File: config.mk
export PLATFORM = sky130hd
export DESIGN_NAME = multiword_serial_adder
export DESIGN_NICKNAME = d
export VERILOG_FILES = /design/src/rtl/multiword_serial_adder.sv
export SDC_FILE = /design/constraint.sdc
export NUM_CORES = 1
export LEC_CHECK = 0
export ABC_AREA = 1
export ABC_CLOCK_PERIOD_IN_PS = 2780
export CORE_MARGIN = 5
export CORE_UTILIZATION = 30
export DETAILED_ROUTE_END_ITERATION = 10
export PLACE_DENSITY = 0.61
export SYNTH_ARGS = -nofsm -noshare
export SYNTH_HDL_FRONTEND = slang
export SYNTH_HIERARCHICAL = 1
export SYNTH_SLANG_ARGS = --single-unit
File: constraint.sdc
create_clock -name clk -period 2.78 [get_ports clk]
set_input_delay 0.556 -clock clk [delete_from_list [all_inputs] [get_ports clk]]
set_output_delay 0.556 -clock clk [all_outputs]
set_load 0.05 [all_outputs]
File: src/rtl/multiword_serial_adder.sv
// multiword_serial_adder: adds two WIDTH-bit operands one byte per cycle,
// LSB first, through a single 8-bit carry-select adder core with a
// registered inter-chunk carry. Operands arrive and the result leaves over
// valid/ready handshakes.
// Optional: define SERIAL_ADD_OVF_EN to add the signed-overflow output ovf.

module carry_select_8b_adder (
  input  logic [7:0] a,
  input  logic [7:0] b,
  input  logic       cin,
  output logic [7:0] s,
  output logic       cout
);
  logic [4:0] lo;
  logic [4:0] hi0;
  logic [4:0] hi1;

  // Low nibble ripples; high nibble is precomputed for both carries and selected.
  always_comb begin
    lo   = {1'b0, a[3:0]} + {1'b0, b[3:0]} + {4'b0000, cin};
    hi0  = {1'b0, a[7:4]} + {1'b0, b[7:4]};
    hi1  = {1'b0, a[7:4]} + {1'b0, b[7:4]} + 5'd1;
    s    = {(lo[4] ? hi1[3:0] : hi0[3:0]), lo[3:0]};
    cout = lo[4] ? hi1[4] : hi0[4];
  end
endmodule

module multiword_serial_adder #(
  parameter int unsigned WIDTH = 32
) (
  input  logic             clk,
  input  logic             rst_n,
  input  logic             in_valid,
  output logic             in_ready,
  input  logic [WIDTH-1:0] a,
  input  logic [WIDTH-1:0] b,
  input  logic             cin,
  output logic             out_valid,
  input  logic             out_ready,
  output logic [WIDTH-1:0] sum,
  output logic             cout
`ifdef SERIAL_ADD_OVF_EN
  ,
  output logic             ovf
`endif
);
  localparam int unsigned NCHUNK = WIDTH / 8;
  localparam int unsigned CW     = (NCHUNK > 1) ? $clog2(NCHUNK) : 1;
  localparam logic [CW-1:0] LAST = CW'(NCHUNK - 1);

  if (((WIDTH % 8) != 0) || (WIDTH < 16)) begin : g_width_err
    $error("multiword_serial_adder: WIDTH must be a multiple of 8 and >= 16");
  end

  typedef enum logic [1:0] {S_IDLE, S_RUN, S_DONE} state_t;

  state_t          state_q, state_d;
  logic [CW-1:0]   cnt_q, cnt_d;
  logic            carry_q, carry_d;
  logic [WIDTH-1:0] a_q, a_d;
  logic [WIDTH-1:0] b_q, b_d;
  logic [WIDTH-1:0] sum_q, sum_d;
  logic            cout_q, cout_d;
`ifdef SERIAL_ADD_OVF_EN
  logic            ovf_q, ovf_d;
`endif

  logic [7:0] core_a;
  logic [7:0] core_b;
  logic [7:0] core_s;
  logic       core_cout;

  carry_select_8b_adder u_core (
    .a    (core_a),
    .b    (core_b),
    .cin  (carry_q),
    .s    (core_s),
    .cout (core_cout)
  );

  // Route the operand byte selected by the chunk counter into the core.
  always_comb begin
    core_a = '0;
    core_b = '0;
    for (int unsigned k = 0; k < NCHUNK; k++) begin
      if (cnt_q == CW'(k)) begin
        core_a = a_q[8*k +: 8];
        core_b = b_q[8*k +: 8];
      end
    end
  end

  // Next-state and datapath updates for the IDLE/RUN/DONE sequencer.
  always_comb begin
    state_d = state_q;
    cnt_d   = cnt_q;
    carry_d = carry_q;
    a_d     = a_q;
    b_d     = b_q;
    sum_d   = sum_q;
    cout_d  = cout_q;
`ifdef SERIAL_ADD_OVF_EN
    ovf_d   = ovf_q;
`endif
    case (state_q)
      S_IDLE: begin
        if (in_valid) begin
          a_d     = a;
          b_d     = b;
          carry_d = cin;
          cnt_d   = '0;
          state_d = S_RUN;
        end
      end
      S_RUN: begin
        for (int unsigned k = 0; k < NCHUNK; k++) begin
          if (cnt_q == CW'(k)) begin
            sum_d[8*k +: 8] = core_s;
          end
        end
        carry_d = core_cout;
        cnt_d   = cnt_q + 1'b1;
        if (cnt_q == LAST) begin
          // Counter is parked at zero on exit so it never wraps past the top chunk.
          cnt_d   = '0;
          cout_d  = core_cout;
          state_d = S_DONE;
`ifdef SERIAL_ADD_OVF_EN
          ovf_d   = (core_a[7] & core_b[7] & ~core_s[7]) |
                    (~core_a[7] & ~core_b[7] & core_s[7]);
`endif
        end
      end
      S_DONE: begin
        if (out_ready) begin
          state_d = S_IDLE;
        end
      end
      default: state_d = S_IDLE;
    endcase
  end

  // State and datapath registers; reset aborts any operation in flight.
  always_ff @(posedge clk or negedge rst_n) begin
    if (!rst_n) begin
      state_q <= S_IDLE;
      cnt_q   <= '0;
      carry_q <= 1'b0;
      a_q     <= '0;
      b_q     <= '0;
      sum_q   <= '0;
      cout_q  <= 1'b0;
`ifdef SERIAL_ADD_OVF_EN
      ovf_q   <= 1'b0;
`endif
    end else begin
      state_q <= state_d;
      cnt_q   <= cnt_d;
      carry_q <= carry_d;
      a_q     <= a_d;
      b_q     <= b_d;
      sum_q   <= sum_d;
      cout_q  <= cout_d;
`ifdef SERIAL_ADD_OVF_EN
      ovf_q   <= ovf_d;
`endif
    end
  end

  assign in_ready  = (state_q == S_IDLE);
  assign out_valid = (state_q == S_DONE);
  assign sum       = sum_q;
  assign cout      = cout_q;
`ifdef SERIAL_ADD_OVF_EN
  assign ovf       = ovf_q;
`endif

endmodule

# --- Yosys cells after proc, flatten, opt, wreduce, memory -nomap -nowiden ---
# Cells that the tools add are included.
totals:
  ff_bits: 102
  in_bits: 69
  latchBits: 0
  memories: 0
  mem_bits_rw: 0
  mem_bits_ro: 0
op_classes:
  n_mul: 0
  n_bitwise: 0
  magnitude_cmp: 0
  shift: 0
  add_sub_neg: 5
  n_mux: 19
  n_eq_ne: 8
  reduce_logical: 10
  div: 0
ops:
  columns: ["operator", "n"]
  rows:
  - ["$mux W8", 8]
  - ["$reduce_and A2 Y1", 6]
  - ["$add A4 B4 Y5", 2]
  - ["$mux W2", 5]
  - ["$eq A2 B2 Y1 const B", 3]
  - ["$pmux W2 S3", 1]
  - ["$add A5 B1 Y5", 1]
  - ["$add A5 B1 Y5 const B", 1]
  - ["$eq A2 B1 Y1 const B", 2]
  - ["$logic_not A2 Y1", 2]
  - ["$mux W4", 1]
  - ["$ne A2 B2 Y1 const B", 2]
  - ["$pmux W2 S2", 1]
  - ["$reduce_and A3 Y1", 1]
  - ["$add A2 B1 Y2 const B", 1]
  - ["$mux W1", 2]
  - ["$ne A2 B1 Y1 const B", 1]
  - ["$pmux W1 S2", 1]
  - ["$reduce_bool A2 Y1", 1]

# --- Logic depth before layout (Yosys ltp) ---
logic_depth:
  ltp_word: 9
  depth_mapped: 22

# --- By module ---
# The synthesis kept the hierarchy.
by_module_without_submodules:
  columns: ["mod", "seq_area_each_um2", "n_inst", "cells_each", "area_per_inst_um2"]
  rows:
  - ["multiword_serial_adder", 2552.4, 1, 566, 4629.4]
  - ["carry_select_8b_adder", 0.0, 1, 57, 394.1]

# --- Worst setup path after synthesis ---
# OpenSTA, ideal clock, no wires.
synth_timing:
  path_type: "reg-to-reg"
  start: "reg cnt_q[0]"
  end: "reg carry_q"
  arrival_time_ns: 2.915
  stages_incl_launch_ff: 22
  path_slack_ns: -0.259
  path_cell_list: "dfrtp_1 -> inv_1 -> ha_1 -> clkbuf_1 -> buf_2 -> nand3_1 -> nand2_1 -> nand2_1 -> nand2_1 -> inv_1 -> fa_1 -> fa_1 -> inv_1 -> nand3_1 -> nand2_2 -> nand2_2 -> nor2_4 -> nand2_1 -> nand2_1 -> nand2_1 -> nand2_1 -> nand3_1"
synth_via:
  elab_chain_len: 9
  word_cells_on_any_way: 18
  cone_classes: "4 x add/sub; 3 x eq/ne; 10 x mux; 1 x reduce/logical"
synth_lines:
  columns: ["element", "line", "source"]
  rows:
  - ["start, declared", "58", "logic [CW-1:0] cnt_q, cnt_d;"]
  - ["start signal, assigned", "158", "cnt_q <= cnt_d;"]
  - ["$logic_not A2 Y1", "86", "if (cnt_q == CW'(k)) begin"]
  - ["$mux W8 (3 in a row)", "86", null]
  - ["$mux W8 *", "86", null]
  - ["via core_a[0]", "68", "logic [7:0] core_a;"]
  - ["$add A4 B4 Y5 *", "20", "lo = {1'b0, a[3:0]} + {1'b0, b[3:0]} + {4'b0000, cin};"]
  - ["$add A5 B1 Y5 *", "20", null]
  - ["$mux W1 *", "24", "cout = lo[4] ? hi1[4] : hi0[4];"]
  - ["via core_cout", "71", "logic core_cout;"]
  - ["$pmux W1 S2 *", "105", "case (state_q)"]
  - ["end signal, assigned", "159", "carry_q <= carry_d;"]
  - ["end, declared", "59", "logic carry_q, carry_d;"]
# Mark *: on every way through the listed nets, which the timed path passes. The rest lies on a longest branch.
# A chain may end at the register's enable or synchronous reset.

# --- Worst setup path in the final report ---
layout_timing:
  start: "reg cnt_q[1]"
  end: "reg carry_q"
layout_via:
  elab_chain_len: 9
  word_cells_on_any_way: 18
  cone_classes: "4 x add/sub; 3 x eq/ne; 10 x mux; 1 x reduce/logical"
layout_lines:
  columns: ["element", "line", "source"]
  rows:
  - ["$logic_not A2 Y1", "86", null]
  - ["$mux W8 (3 in a row)", "86", null]
  - ["$mux W8 *", "86", null]
  - ["via core_b[4]", "69", "logic [7:0] core_b;"]
  - ["$add A4 B4 Y5 *", "21, 22", null]
  - ["$add A5 B1 Y5", "22", "hi1 = {1'b0, a[7:4]} + {1'b0, b[7:4]} + 5'd1;"]
  - ["$mux W1 *", "24", null]
  - ["via core_cout", "71", null]
  - ["$pmux W1 S2 *", "105", null]
# Marks and branches as above.

==> reports/metrics.cfg <==
[layout]
fill_cells = 1669
multiInputGateArea_um2 = 2256
fin_area_um2 = 6803
final_cell_count_without_fillers = 952
final_util = 0.4117
post_route_cells_drive_above_1_share = 0.1284
antenna_cells = 0
layout.nets = 811
area_delta_synth_final_pct = 35.42
register_area_um2 = 2555

[critical_path]
worst-endpoint-required_ps = 3010
slowest_stage = sky130_fd_sc_hd__fa_1
start_kind = flop
worst_setup_path_end_kind = flop
cp_num_buf_inv = 2
worst_path_most_repeated_cell = sky130_fd_sc_hd__nand2_1
timing.reg2reg.worst_path_depth = 17
slowest_delay_ps = 530
critical_path_cell_count = 17
timing.critical_path.arrival_ps = 2950
critical-path-top-delay-family = adder cells
worst-path-max-fanout = 8
crit_path_cell_trace = inv_4, ha_4, buf_4, a21oi_1, nand2_1, nand2_1, nand2_1, ha_2, fa_1, ha_2, nand2_4, nor2_4, nand2_2, nand2_1, nand2_1, nand2_1, nand3_1
critical_path_class = flop to flop

[placed_design]
place.detailed.instances = 934
area_after_dpl_um2 = 6349
placement.setup.worst_slack_ps = -24.13
rd_place_congestion = 0.8971
port_buffers = 103
detailedPlacementHpwl_um = 10020

[die]
die_area_um2 = 19430
die_height_um = 139.4
std_cell_rows = 47
fp.coreArea_um2 = 16520
start_util = 0.3040
die_w_um = 139.4
io_pins = 104

[clocking]
clk_root_buffer_cell = sky130_fd_sc_hd__clkbuf_16
htreeDepth = 3
max-clock-path-buffers = 2
cts_tree = done
worst_skew_pair.late_latency_ps = 350
cts.reportedPaths.clkPinSlew_ps = 70
cts_buffers = 9
cts_sinks = 102

[yosys]
postSynthRegisterBits = 102
post-synth-top-area-fraction = 0.5081
yosys_warns = 6
post_synth_main_area_contributors = sky130_fd_sc_hd__dfrtp_1, sky130_fd_sc_hd__nand2_1, sky130_fd_sc_hd__nand3_1, sky130_fd_sc_hd__a21oi_1, sky130_fd_sc_hd__o21ai_1
syn_avg_cell_area_um2 = 8.064
syn_inst = 623
post-synth-top-area-cell = sky130_fd_sc_hd__dfrtp_1
syn-cell-area_um2 = 5024
yosysUniqueCellTypes = 26
ys_async_sr_fraction = 1.000
synth.net_count = 707
post-synth-top-count-cell = sky130_fd_sc_hd__nand2_1
post_synth_most_frequent_cells = sky130_fd_sc_hd__nand2_1, sky130_fd_sc_hd__dfrtp_1, sky130_fd_sc_hd__nand3_1
ys_dominant_reg_cell = sky130_fd_sc_hd__dfrtp_1
synth_enable_flop_cells = 0
synth.yosys.seq_area_share = 0.5081

[global_route]
largest_net_degree_at_the_start_of_global_routing = 56
grt.overflow.total = 0
grt_pass1_vias = 4271
track_usage = 0.1419
first_pass_grt_wire_length_um = 22180
grt_antenna_before_repair = 0

[power]
power_leakage_nw = 3.358
total_power_mw = 9.964
worst_vdd_rail_ir_drop_mv = 0.7731
power-per-cell-area_nw_per_um2 = 1465

[route]
number_of_optimization_iterations_in_the_first_detailed_route_pass = 4
post-route-drc-count = 0
final_antenna_net_count = 0
detail_route.iter0.violations = 232
detail_route.wl_per_cell_um = 14.08
viasPerCell = 4.521
num_vias = 4304
postRouteWirelength_um = 13410

[sta]
setup_viol = 0
grt_setup_unrepaired = yes
fmax_ghz = 0.3684
period_minus_slack_ps = 2714
final.setup_skew_ps = 4.738
maxSlewViolCount = 0
layout_worst_path_cycle_share = 0.9764
final.hold.worst_slack_ps = 139.1
final_hold_viol_count = 0
setup_tns_ps = 0
worstMarginPinSlew_ps = 560.7
relSlewSlack = 0.6249
post_layout_worst_setup_margin_ps = 65.74

[run]
drv_cap = 0

[run_status]
run_status = complete, no violations

[worst_hold_path]
min-delay-path-class = input port to asynchronous set/reset pin

[worst reg2reg max path, stage by stage, from the launching register on]
cell                      delay [ps]
sky130_fd_sc_hd__dfrtp_2         460
sky130_fd_sc_hd__inv_4            70
sky130_fd_sc_hd__ha_4            190
sky130_fd_sc_hd__buf_4           170
sky130_fd_sc_hd__a21oi_1         120
sky130_fd_sc_hd__nand2_1          70
sky130_fd_sc_hd__nand2_1          80
sky130_fd_sc_hd__nand2_1          60
sky130_fd_sc_hd__ha_2            180
sky130_fd_sc_hd__fa_1            530
sky130_fd_sc_hd__ha_2            210
sky130_fd_sc_hd__nand2_4          60
sky130_fd_sc_hd__nor2_4          120
sky130_fd_sc_hd__nand2_2          50
sky130_fd_sc_hd__nand2_1          60
sky130_fd_sc_hd__nand2_1          60
sky130_fd_sc_hd__nand2_1          70
sky130_fd_sc_hd__nand3_1          70
[registers in the layout (all words and copies together), names as in the netlist]
register  cells
a_q          32
sum          32
b_q          32
state_q       2
cnt_q         2
cout          1
carry_q       1
[area by class of cell]
class,instances,share of cell area
clock buffer,10,0.03366
inverter,41,0.02373
timing repair buffer,131,0.1847
tap,220,0.04046
clock inverter,6,0.01030
sequential,102,0.3756
multi-input combinational,442,0.3316
[kinds of logic (layout without fill, tap and decap cells)]
family,after synthesis,after routing,synth area share
fa+ha+maj,15,15,0.04184
buf+inv,79,188,0.07123
xor+xnor,4,4,0.008470
simple gates,348,348,0.2944
compound gates,75,75,0.07597
flops,102,102,0.5081
[worst paths after layout]
kind | slack [ps] | from | end
min in group clk | 470 | a_q[23] | a_q[23]
setup reg to reg | 70 | cnt_q[1] | carry_q
max in group asynchronous | 1990 | rst_n | b_q[28]
hold reg to reg | 470 | a_q[23] | a_q[23]
setup / recovery | 70 | cnt_q[1] | carry_q
hold / removal | 140 | rst_n | b_q[18]
[metal layers]
metal / up-vias / wire [um] / track usage
met1: 1963 / 6520 / 0.2040
met2: 131 / 5814 / 0.2153
li1: 2200 / - / -
met4: 0 / 153 / 0.03708
met5: - / 0 / 0
met3: 10 / 919 / 0.03396
[cells in the final DEF, fill, tap and decap left out, drive strengths merged]
cell type	netlist	routed
nand2	253	253
dfrtp	102	102
clkdlybuf4s50	0	100
nand3	89	89
inv	41	42
a21oi	37	37
o21ai	36	36
buf	26	31
ha	12	12
clkbuf	12	10
nor2	6	6
clkinvlp	0	3
xor2	3	3
fa	3	3
o31ai	1	1
bufinv	0	1
clkinv	0	1
xnor2	1	1
a21o	1	1
[repair_timing]
| item | CTS | global route |
|---|---|---|
| setup endpoints to repair | 10 | 19 |
| hold buffers | 0 | 0 |
| gates resized for setup | 2 | 39 |
| pin swaps | 0 | 14 |
| setup buffers | 0 | 2 |
[power breakdown]
part	leakage [nW]	switching [mW]	internal (mW)	total (mW)
Clock	0.135	0.559	0.703	1.26
Combinational	1.95	3.89	2.15	6.04
Sequential	1.27	0.471	2.19	2.66
Total	3.36	4.92	5.04	9.96
Power figures use the tool's default switching activity.
